--- src/rtl/func_sweep_ctrl_if.sv ---
// Handshake and result bundle between the sweep controller and its driver/units.
// The slave side is the controller; the master side is the bench/top-level.
interface func_sweep_ctrl_if #(
  parameter int WIDTH = 5
);
  logic             start;
  logic             abort;
  logic [2:0]       f_in;
  logic [WIDTH-1:0] vec_out;
  logic             vec_valid;
  logic             busy;
  logic             done;
  logic             pass;
  logic [WIDTH:0]   err_cnt;
  logic [WIDTH-1:0] first_err_code;
  logic [2:0]       first_err_bits;
  logic [2:0]       err_mask;

  modport slave (
    input  start, abort, f_in,
    output vec_out, vec_valid, busy, done, pass,
           err_cnt, first_err_code, first_err_bits, err_mask
  );

  modport master (
    output start, abort, f_in,
    input  vec_out, vec_valid, busy, done, pass,
           err_cnt, first_err_code, first_err_bits, err_mask
  );
endinterface

--- src/rtl/func_sweep_ctrl.sv ---
// Drives every input code onto three function units in turn, waits out their
// latency, then majority-votes the three outputs and logs any disagreement.
module func_sweep_ctrl #(
  parameter int WIDTH = 5,
  parameter int LAT   = 1
) (
  input logic            clk,
  input logic            rst,
  func_sweep_ctrl_if.slave bus
);

  typedef enum logic [2:0] {
    S_IDLE  = 3'd0,
    S_DRIVE = 3'd1,
    S_WAIT  = 3'd2,
    S_CHECK = 3'd3,
    S_DONE  = 3'd4
  } state_t;

  function automatic logic maj3(input logic [2:0] f);
    return (f[0] & f[1]) | (f[0] & f[2]) | (f[1] & f[2]);
  endfunction

  state_t           state_r;
  logic [WIDTH-1:0] code_r;
  logic [3:0]       wcnt_r;
  logic [WIDTH-1:0] vec_r;
  logic             vec_valid_r;
  logic             busy_r;
  logic             done_r;
  logic             pass_r;
  logic [WIDTH:0]   err_cnt_r;
  logic [WIDTH-1:0] first_err_code_r;
  logic [2:0]       first_err_bits_r;
  logic [2:0]       err_mask_r;

  logic             mismatch_s;
  logic [2:0]       diff_bits_s;
  logic             last_code_s;

  // Vote on the unit outputs; only consumed while in CHECK.
  always_comb begin
    mismatch_s  = (bus.f_in != 3'b000) && (bus.f_in != 3'b111);
    diff_bits_s = bus.f_in ^ {3{maj3(bus.f_in)}};
    last_code_s = (code_r == {WIDTH{1'b1}});
  end

  // Sweep sequencer with registered outputs.
  always_ff @(posedge clk or posedge rst) begin
    if (rst) begin
      state_r          <= S_IDLE;
      code_r           <= '0;
      wcnt_r           <= 4'd0;
      vec_r            <= '0;
      vec_valid_r      <= 1'b0;
      busy_r           <= 1'b0;
      done_r           <= 1'b0;
      pass_r           <= 1'b0;
      err_cnt_r        <= '0;
      first_err_code_r <= '0;
      first_err_bits_r <= 3'b000;
      err_mask_r       <= 3'b000;
    end else if (bus.abort) begin
      // Abort keeps the partial error logs for post-mortem inspection.
      state_r     <= S_IDLE;
      vec_r       <= '0;
      vec_valid_r <= 1'b0;
      busy_r      <= 1'b0;
      done_r      <= 1'b0;
      pass_r      <= 1'b0;
    end else begin
      case (state_r)
        S_IDLE, S_DONE: begin
          if (bus.start) begin
            state_r          <= S_DRIVE;
            code_r           <= '0;
            vec_r            <= '0;
            vec_valid_r      <= 1'b1;
            busy_r           <= 1'b1;
            done_r           <= 1'b0;
            pass_r           <= 1'b0;
            err_cnt_r        <= '0;
            first_err_code_r <= '0;
            first_err_bits_r <= 3'b000;
            err_mask_r       <= 3'b000;
          end else begin
            state_r <= state_r;
          end
        end
        S_DRIVE: begin
          if (LAT == 32'sd0) begin
            state_r <= S_CHECK;
          end else begin
            state_r <= S_WAIT;
            wcnt_r  <= 4'(LAT - 32'sd1);
          end
        end
        S_WAIT: begin
          if (wcnt_r == 4'd0) begin
            state_r <= S_CHECK;
          end else begin
            wcnt_r <= wcnt_r - 4'd1;
          end
        end
        S_CHECK: begin
          if (mismatch_s) begin
            err_cnt_r  <= err_cnt_r + {{WIDTH{1'b0}}, 1'b1};
            err_mask_r <= err_mask_r | diff_bits_s;
            if (err_cnt_r == '0) begin
              first_err_code_r <= code_r;
              first_err_bits_r <= bus.f_in;
            end else begin
              first_err_code_r <= first_err_code_r;
            end
          end else begin
            err_cnt_r <= err_cnt_r;
          end
          if (last_code_s) begin
            state_r     <= S_DONE;
            vec_valid_r <= 1'b0;
            busy_r      <= 1'b0;
            done_r      <= 1'b1;
            pass_r      <= (err_cnt_r == '0) && !mismatch_s;
          end else begin
            state_r <= S_DRIVE;
            code_r  <= code_r + {{(WIDTH-1){1'b0}}, 1'b1};
            vec_r   <= code_r + {{(WIDTH-1){1'b0}}, 1'b1};
          end
        end
        default: begin
          state_r     <= S_IDLE;
          vec_r       <= '0;
          vec_valid_r <= 1'b0;
          busy_r      <= 1'b0;
          done_r      <= 1'b0;
          pass_r      <= 1'b0;
        end
      endcase
    end
  end

  assign bus.vec_out        = vec_r;
  assign bus.vec_valid      = vec_valid_r;
  assign bus.busy           = busy_r;
  assign bus.done           = done_r;
  assign bus.pass           = pass_r;
  assign bus.err_cnt        = err_cnt_r;
  assign bus.first_err_code = first_err_code_r;
  assign bus.first_err_bits = first_err_bits_r;
  assign bus.err_mask       = err_mask_r;

endmodule

--- src/flat_wrapper.sv ---
// flat-port wrapper written by rule: the top's interface ports become plain ports
module func_sweep_ctrl_flat 
#(
  parameter int WIDTH = 5,
  parameter int LAT   = 1
)
  (clk, rst, bus_start, bus_abort, bus_f_in, bus_vec_out, bus_vec_valid, bus_busy, bus_done, bus_pass, bus_err_cnt, bus_first_err_code, bus_first_err_bits, bus_err_mask);
  func_sweep_ctrl_if #(.WIDTH(WIDTH)) bus_i ();
  input logic clk;
  input logic rst;
  input wire logic [$bits(bus_i.start)-1:0] bus_start;
  input wire logic [$bits(bus_i.abort)-1:0] bus_abort;
  input wire logic [$bits(bus_i.f_in)-1:0] bus_f_in;
  output wire logic [$bits(bus_i.vec_out)-1:0] bus_vec_out;
  output wire logic [$bits(bus_i.vec_valid)-1:0] bus_vec_valid;
  output wire logic [$bits(bus_i.busy)-1:0] bus_busy;
  output wire logic [$bits(bus_i.done)-1:0] bus_done;
  output wire logic [$bits(bus_i.pass)-1:0] bus_pass;
  output wire logic [$bits(bus_i.err_cnt)-1:0] bus_err_cnt;
  output wire logic [$bits(bus_i.first_err_code)-1:0] bus_first_err_code;
  output wire logic [$bits(bus_i.first_err_bits)-1:0] bus_first_err_bits;
  output wire logic [$bits(bus_i.err_mask)-1:0] bus_err_mask;
  assign bus_i.start = bus_start;
  assign bus_i.abort = bus_abort;
  assign bus_i.f_in = bus_f_in;
  assign bus_vec_out = bus_i.vec_out;
  assign bus_vec_valid = bus_i.vec_valid;
  assign bus_busy = bus_i.busy;
  assign bus_done = bus_i.done;
  assign bus_pass = bus_i.pass;
  assign bus_err_cnt = bus_i.err_cnt;
  assign bus_first_err_code = bus_i.first_err_code;
  assign bus_first_err_bits = bus_i.first_err_bits;
  assign bus_err_mask = bus_i.err_mask;
  func_sweep_ctrl #(.WIDTH(WIDTH), .LAT(LAT)) u_core (.clk(clk), .rst(rst), .bus(bus_i));
endmodule
--- config.mk ---
export PLATFORM = sky130hd
export DESIGN_NAME = func_sweep_ctrl_flat
export DESIGN_NICKNAME = d
export VERILOG_FILES = /design/src/rtl/func_sweep_ctrl_if.sv /design/src/rtl/func_sweep_ctrl.sv /design/src/flat_wrapper.sv
export SDC_FILE = /design/constraint.sdc
export NUM_CORES = 1
export LEC_CHECK = 0
export BUFFER_PORTS_ARGS = -buffer_cell sky130_fd_sc_hd__buf_4
export CORE_MARGIN = 5
export CORE_UTILIZATION = 50
export DETAILED_ROUTE_END_ITERATION = 12
export PLACE_DENSITY = 0.83
export SKIP_CTS_REPAIR_TIMING = 1
export SLEW_MARGIN = 20
export SYNTH_ARGS = -nofsm -noshare
export SYNTH_HDL_FRONTEND = slang
export SYNTH_SLANG_ARGS = --single-unit
--- constraint.sdc ---
create_clock -name clk -period 1.85 [get_ports clk]
set_input_delay 0 -clock clk [delete_from_list [all_inputs] [get_ports clk]]
set_output_delay 0 -clock clk [all_outputs]
set_load 0.02 [all_outputs]
==> out/results.tsv, run 1 <==
metric	value	unit
Setup crit end	u_core.bus.first_err_bits[2]	
largest net degree at the start of global routing	17	
first-pass GRT wire length	6996	um
switch share	30.60	%
Synth area leader	dfrtp_1	
Netlist cell types	46	
share of layout cells above drive strength 1	30.61	%
post-route ant nets	0	
Initial DRT Pass Iterations	4	
initial antenna violation count	0	
area grow syn2layout	28.44	%
Worst EP arrival	1910	ps
crit path max fanout	10	
TritonCTS buffer count	5	
via density per instance	5.416	
number of port buffers	32	
All-Layer GR Usage	17.16	%
clk_lat worst skew	290	ps
nets	257	
core area	3661	um^2
EDFF count, synth	0	
Synth Register Bits	37	
Synth Warn #	0	
dpl hpwl	3194	um
Clock Path Buffers	2	
R2R Path Start	u_core.state_r[0]	
Pleak	1.223	nW
CP startpoint	u_core.state_r[0]	
GRT overflow	0	
Setup TNS	0	ps
Mapped Nets	206	
Worst Clk Skew	2.248	ps
total number of vias	1587	
IO Pins	33	
share of Yosys cell area claimed by the top area cell type	48.72	%
placed cells	283	
number of global-route vias before repair	1593	
routed len/inst	14.12	um
asr flop ratio synth	100.0	%
critical path class	reg -> reg	
1st-iter DRT viols	62	
Peak VDD IR	0.0005622	V
CTS Root Cell	clkbuf_8	
Worst Hold Slack	3.683	ps
uppermost layer routed	met4	
Gate Count Post-Synth	193	
sequential element share of the synthesized area	48.72	%
die area	5134	um^2
RR Endpoint	u_core.bus.first_err_bits[2]	
sw power	724.6	uW
maxcap violations	0	
final hold vios	0	
outcome	finished clean	
Initial Util	51.91	%
worst-margin pin slew	521.4	ps
Synth Area per Inst	9.848	um^2
clock-pin transition on the worst setup and hold timing paths	70	ps
CTS tree	yes	
die height	71.66	um
Placer Congestion	0.8305	
routed wl met2	2110	um
PD cells	970.2	nW/um^2
maximum clock rate	575.2	MHz
main flop type after synthesis	dfrtp_1	
worst reg-to-reg path cell count	5	
clock share of power	30.0	%
Int Pwr	1.644	mW
WL final	4136	um
Remaining DRCs	0	
WP data required	2020	ps
combinational share of power	28.4	%
Layout Cells excl Fill	293	
Startpoint Class	flip-flop	
Die X	71.66	um
worst hold path type	in -> reg	
Rel. slew slack	65.20	%
synthesized area	1901	um^2
fin crit share	93.97	%
# rows	22	
crit path time final	1738	ps
part of the power in registers	41.6	%
R2R setup slack	110	ps
M1 WL	1787	um
wire length on met3	151	um
setup violators final	0	
CP Capture Type	flip-flop	
Ant. Diodes	0	
largest cells by area after synthesis	dfrtp_1 (49%), a22o_1 (6.0%), nand2_1 (5.3%), ha_1 (3.9%), nand3_1 (3.2%)	
CTS H-tree depth	2	
# clock sinks	37	
Max Slew Vio Count	0	
[cell usage after synthesis (all sizes together), types with 2 or more instances]
cell,n
dfrtp,37
nand2,27
nor2,17
a22o,13
nand3,12
o21ai,12
buf,7
inv,7
ha,6
a21oi,5
a21o,4
clkbuf,4
xnor2,4
nor2b,3
nor3,3
or3,3
a311oi,2
and3,2
nand4,2
nor3b,2
nor4,2
nor4b,2
o22ai,2
o31ai,2
or2,2
[state kept, by name, indices dropped and copies added (netlist names)]
name                       cells
u_core.bus.err_cnt             6
u_core.bus.first_err_code      5
u_core.bus.vec_out             5
u_core.code_r                  5
u_core.wcnt_r                  4
u_core.bus.err_mask            3
u_core.bus.first_err_bits      3
u_core.state_r                 3
u_core.bus.done                1
u_core.bus.pass                1
u_core.bus.vec_valid           1
[layout by cell type (no fill, tap or decap), types with 2 or more instances in the layout]
cell type      count
a21o_1             3
a21oi_1            5
a22o_1            13
a311oi_2           2
buf_4             53
clkbuf_8           6
dfrtp_1           36
dlygate4sd3_1      2
ha_1               5
inv_1              6
nand2_1           27
nand3_1           12
nor2_1            16
nor2b_1            2
nor3_1             3
nor3b_1            2
nor4b_1            2
o21ai_0           11
o22ai_1            2
o31ai_1            2
xnor2_1            4
[logic make-up (layout without fill, tap and decap cells)]
logic type	count (synthesis)	after routing	synth area share, %
fa+ha+maj	6	6	3.950
compound gates	44	44	17.05
buf+inv	18	70	5.595
simple gates	83	83	22.39
xor+xnor	5	5	2.304
flops	37	37	48.72
[worst max-delay path, cell delays in order (launching register included)]
cell and delay (ps):
dfrtp_2 480, or3b_1 460, nor2_1 140, nor2_1 80, a21o_4 220, a22o_1 240
[power by group through the flow]
| stage | Sequential (mW) | Combinational (mW) | Clock [mW] |
|---|---|---|---|
| floorplan | 1.02 | 0.410 | 0 |
| global placement | 0.993 | 0.637 | 0 |
| detailed placement | 0.998 | 0.660 | 0 |
| CTS | 0.985 | 0.663 | 0.729 |
| global route | 1.00 | 0.739 | 0.763 |
| finish | 0.986 | 0.672 | 0.710 |
[metal layers]
layer  global-route usage [%]  vias up
li1                         -      786
met2                    28.98       28
met4                    7.724        0
met5                        0        -
met3                    4.348        8
met1                    20.50      765
[area by class of cell]
type                            count  area (um^2)
Inverter                            7        26.28
Multi-Input combinational cell    138        893.4
Fill cell                         296         1220
Timing Repair Buffer               55        417.9
Sequential cell                    37        927.1
Clock buffer                        7        86.33
Tap cell                           48        60.06
Clock inverter                      1        30.03
[worst min path at each step]
stage / start / endpoint / cells after the start
2_1_floorplan: rst / u_core.bus.done / 1
3_3_place_gp: rst / u_core.bus.first_err_bits[2] / 2
3_5_place_dp: rst / u_core.bus.first_err_bits[2] / 2
4_1_cts: rst / u_core.bus.first_err_bits[2] / 2
5_1_grt: bus_f_in[1] / u_core.bus.first_err_bits[1] / 2
6_report: bus_f_in[1] / u_core.bus.first_err_bits[1] / 2
[metrics by stage]
| step | total power, mW | cell area, um^2 | setup slack [ps] | util (%) |
|---|---|---|---|---|
| 6_report | 2.368 | 2441 | 111.5 | 66.68 |
| 5_1_grt | 2.505 | 2441 | -12.74 | 66.68 |
| 4_1_cts | 2.376 | 2395 | 54.59 | 65.41 |
| 3_5_place_dp | 1.658 | 2278 | 63.09 | 62.24 |
| 3_3_place_gp | 1.631 | 2278 | 115.1 | 62.24 |
| 2_1_floorplan | 1.425 | 1901 | 54.50 | - |
(Power assumes the default switching activity.)
==> run 2: changes to the inputs <==
--- a/config.mk
+++ b/config.mk
@@ -8,4 +8,5 @@
 export BUFFER_PORTS_ARGS = -buffer_cell sky130_fd_sc_hd__buf_4
-export CORE_MARGIN = 5
+export CORE_MARGIN = 2
 export CORE_UTILIZATION = 50
+export CTS_CLUSTER_SIZE = 25
 export DETAILED_ROUTE_END_ITERATION = 12
--- a/constraint.sdc
+++ b/constraint.sdc
@@ -3,2 +3,2 @@
 set_output_delay 0 -clock clk [all_outputs]
-set_load 0.02 [all_outputs]
+set_load 0.1 [all_outputs]
==> out/results.tsv, run 2 (same netlist as run 1, synthesis figures left out) <==
metric	value	unit
outcome	finished, violations left	
failing checks	hold timing	
Pleak	1.191	nW
routed len/inst	13.57	um
share of layout cells above drive strength 1	33.88	%
Worst EP arrival	1950	ps
number of global-route vias before repair	1474	
TritonCTS buffer count	5	
worst hold start	bus_abort	
maxcap violations	0	
CTS H-tree depth	2	
Rel. slew slack	69.47	%
Worst Hold Slack	-2.192	ps
CTS tree	yes	
die area	4311	um^2
worst hold path type	in -> reg	
die height	65.66	um
GRT overflow	0	
RSZ-0062 raised after global routing	no	
part of the power in registers	39.9	%
final worst slack	102.7	ps
Reg area	934.6	um^2
pre-CTS setup slack	47.64	ps
CP startpoint	u_core.code_r[0]	
dpl hpwl	2806	um
Max Slew Vio Count	0	
RR Endpoint	u_core.bus.pass	
crit path max fanout	4	
Ant. Diodes	0	
total number of vias	1588	
initial antenna violation count	0	
setup violators final	0	
1st-iter DRT viols	136	
Die X	65.66	um
worst reg-to-reg path cell count	8	
number of port buffers	32	
IO Pins	33	
first-pass GRT wire length	6734	um
maximum clock rate	572.3	MHz
Remaining DRCs	0	
PD cells	1012	nW/um^2
clock-pin transition on the worst setup and hold timing paths	70	ps
multi-input logic area	892.1	um^2
Initial Util	51.91	%
Setup TNS	0	ps
Peak VDD IR	0.0005931	V
Worst Clk Skew	2.248	ps
Placer Congestion	0.8295	
post-route ant nets	0	
CTS Root Cell	clkbuf_8	
worst-margin pin slew	458.0	ps
WL final	3975	um
Initial DRT Pass Iterations	4	
CP Capture Type	flip-flop	
Post-DP Area	2278	um^2
via density per instance	5.420	
area grow syn2layout	27.32	%
R2R setup slack	100	ps
number of flip-flops in the largest register	6	
sw power	964.0	uW
final hold vios	1	
commonest non-fill, non-tap cell in the layout	buf_4	
All-Layer GR Usage	20.59	%
clock share of power	22.8	%
largest net degree at the start of global routing	38	
WHS Endpoint	u_core.state_r[1]	
# clock sinks	37	
Int Pwr	1.484	mW
# rows	22	
critical path class	reg -> reg	
number of fillers in the final layout	321	
nets	257	
clk_lat worst skew	290	ps
Finished Cell Area	2420	um^2
R2R Path Start	u_core.code_r[0]	
crit path time final	1747	ps
combinational share of power	37.3	%
core area	3661	um^2
Startpoint Class	flip-flop	
most frequent cells in the layout	buf_4 (52), dfrtp_1 (30), nand2_1 (27)	
Min-Delay Path Depth	2	
final core utilization	66.10	%
switch share	39.38	%
fin crit share	94.45	%
WP data required	2050	ps
Clock Path Buffers	2	
## run 2: worst max-delay path, stage by stage (launching register included)
cell	delay, ps
dfrtp_1	390
ha_1	220
and3_1	190
ha_2	190
buf_4	150
a311oi_2	260
buf_4	160
nand2_1	50
o31ai_1	60
## run 2: per-stage QoR
| stage | power, mW | instances | hold slack, ps |
|---|---|---|---|
| final | 2.448 | 293 | -2.192 |
| after detailed placement | 1.869 | 282 | 149.4 |
| after global placement | 1.846 | 282 | 142.5 |
| after global routing | 2.588 | 293 | 1.268 |
| after floorplan | 1.631 | 193 | 179.3 |
| after CTS | 2.437 | 290 | -174.1 |
## run 2: worst max-delay path by stage
stage / endpoint / cells after the start
2_1_floorplan: u_core.bus.vec_out[2] / 7
3_3_place_gp: u_core.code_r[3] / 8
3_5_place_dp: u_core.code_r[3] / 8
4_1_cts: u_core.code_r[3] / 8
5_1_grt: u_core.wcnt_r[3] / 7
6_report: u_core.bus.pass / 8
## run 2: power groups by stage
stage	Clock, mW	Sequential [mW]	Combinational [mW]
floorplan	0	1.19	0.442
global placement	0	0.983	0.863
detailed placement	0	0.986	0.883
CTS	0.575	0.970	0.892
global route	0.604	0.991	0.993
finish	0.558	0.977	0.913
## run 2: per-layer routing
metal | track usage [%] | vias to the layer above | share of wire (%)
met4 | 8.854 | 0 | 1.7
met1 | 26.31 | 753 | 46
met3 | 5.993 | 7 | 4.5
met5 | 0 | - | 0
met2 | 32.45 | 41 | 48
li1 | - | 787 | -
## run 2: final cells by class
| class | count | share of cell area, % |
|---|---|---|
| clock buffer | 5 | 2.844 |
| clock inverter | 3 | 0.7239 |
| inverter | 7 | 1.086 |
| multi-input combinational | 138 | 36.87 |
| sequential | 37 | 38.62 |
| tap | 48 | 2.482 |
| timing repair buffer | 55 | 17.37 |
==> run 3: changes to the inputs <==
- CORE_UTILIZATION: 50 -> 30
- PLACE_DENSITY: 0.83 -> 0.58
==> out/results.tsv, run 3 (same netlist as run 1, synthesis figures left out) <==
metric	value	unit
worst hold start	bus_abort	
CP Capture Type	flip-flop	
most frequent cells in the layout	buf_4 (52), dfrtp_1 (31), nand2_1 (27)	
CP cell instances	ha_2 -> and3_1 -> ha_2 -> buf_4 -> a311oi_2 -> buf_4 -> nand2_1 -> o31ai_1	
Die X	83.60	um
critical path class	reg -> reg	
maximum clock rate	581.2	MHz
Worst path max stage delay	390	ps
commonest non-fill, non-tap cell in the layout	buf_4	
Int Pwr	1.486	mW
Setup TNS	0	ps
Pleak	1.180	nW
Peak VDD IR	0.0004435	V
worst reg-to-reg path cell count	8	
nets	255	
largest net degree at the start of global routing	38	
number of flip-flops in the largest register	6	
routed len/inst	13.26	um
clock-pin transition on the worst setup and hold timing paths	70	ps
Final Power	2.436	mW
Initial DRT Pass Iterations	4	
Ant. Diodes	0	
setup violators final	0	
R2R Path Start	u_core.code_r[0]	
WL final	4218	um
dpl hpwl	3061	um
final core utilization	40.30	%
part of the power in registers	39.9	%
Max Slew Vio Count	0	
fin crit share	93.01	%
crit path max fanout	4	
Placer Congestion	0.7861	
combinational share of power	37.6	%
Worst EP arrival	1910	ps
RR Endpoint	u_core.bus.pass	
area grow syn2layout	27.78	%
failing checks	hold timing	
RSZ-0062 raised after global routing	no	
WP data required	2040	ps
sw power	950.3	uW
TritonCTS buffer count	5	
crit path time final	1721	ps
worst-margin pin slew	471.9	ps
Min-Delay Path Depth	2	
R2R setup slack	130	ps
final hold vios	1	
Initial Util	31.54	%
IO Pins	33	
worst hold path type	in -> reg	
Rel. slew slack	68.54	%
# rows	28	
number of port buffers	32	
total number of vias	1554	
first-pass GRT wire length	7279	um
PD cells	1003	nW/um^2
post-route ant nets	0	
maxcap violations	0	
initial antenna violation count	0	
Worst Clk Skew	3.958	ps
Clock Path Buffers	2	
WHS Endpoint	u_core.state_r[0]	
via density per instance	4.887	
Remaining DRCs	0	
CTS Root Cell	clkbuf_8	
outcome	finished, violations left	
Startpoint Class	flip-flop	
CTS tree	yes	
clk_lat worst skew	290	ps
1st-iter DRT viols	58	
share of layout cells above drive strength 1	32.51	%
die area	6988	um^2
number of global-route vias before repair	1510	
switch share	39.01	%
clock share of power	22.5	%
All-Layer GR Usage	12.67	%
# clock sinks	37	
CTS H-tree depth	2	
GRT overflow	0	
die height	83.60	um
highest-delay cell along the critical path	dfrtp_1	
core area	6026	um^2
Worst Hold Slack	-0.1108	ps
==> run 3: changes by cell type in the layout (fill, tap and decap cells not counted), sizes merged <==
cell         change
clkinvlp         -1
clkbuf           +1
dlygate4sd3      -2
==> run 3: how the worst max path moves through the flow <==
stage	to	slack [ps]	start	depth (start not counted)
3_5_place_dp	u_core.code_r[3]	50	u_core.code_r[0]	8
2_1_floorplan	u_core.bus.vec_out[2]	50	u_core.code_r[0]	7
5_1_grt	u_core.bus.vec_out[3]	2	u_core.state_r[1]	7
3_3_place_gp	u_core.code_r[3]	100	u_core.code_r[0]	8
4_1_cts	u_core.code_r[3]	40	u_core.code_r[0]	8
6_report	u_core.bus.pass	130	u_core.code_r[0]	8
==> run 3: per-layer routing <==
layer / wire length [um] / part of all wire (%) / up-vias / GRT usage [%]
met5: 0 / 0 / - / 0
met4: 45 / 1.1 / 0 / 3.519
met3: 176 / 4.2 / 5 / 3.165
met2: 2011 / 48 / 27 / 20.51
met1: 1984 / 47 / 740 / 16.86
li1: - / - / 782 / -
==> run 3: cell type report <==
class / instances / area, um^2
Sequential cell: 37 / 933.4
Timing Repair Buffer: 53 / 400.4
Multi-Input combinational cell: 138 / 892.1
Clock buffer: 6 / 72.57
Fill cell: 624 / 3597
Clock inverter: 2 / 10.01
Tap cell: 75 / 93.84
Inverter: 7 / 26.28
==> run 3: power groups by stage <==
stage          Sequential [mW]  Combinational, mW  Clock (mW)
2_1_floorplan             1.19              0.442           0
6_report                 0.972              0.915       0.549
3_5_place_dp             0.987              0.904           0
4_1_cts                  0.972              0.907       0.572
5_1_grt                  0.985              0.993       0.607
3_3_place_gp             0.985              0.893           0
==> run 3: critical path: cells and delay by family (launching register included) <==
family | cells | cell delay, ps
compound gates | 2 | 300
fa+ha+maj | 2 | 370
buf+inv | 2 | 320
simple gates | 2 | 230
flops | 1 | 390
==> run 3: per-stage QoR <==
stage | setup slack (ps) | area (um^2) | cells
after floorplan | 53.81 | 1908 | 193
after global placement | 103.0 | 2312 | 309
after detailed placement | 53.15 | 2312 | 309
after CTS | 36.63 | 2395 | 317
after global routing | 1.812 | 2429 | 318
final | 129.3 | 2429 | 318
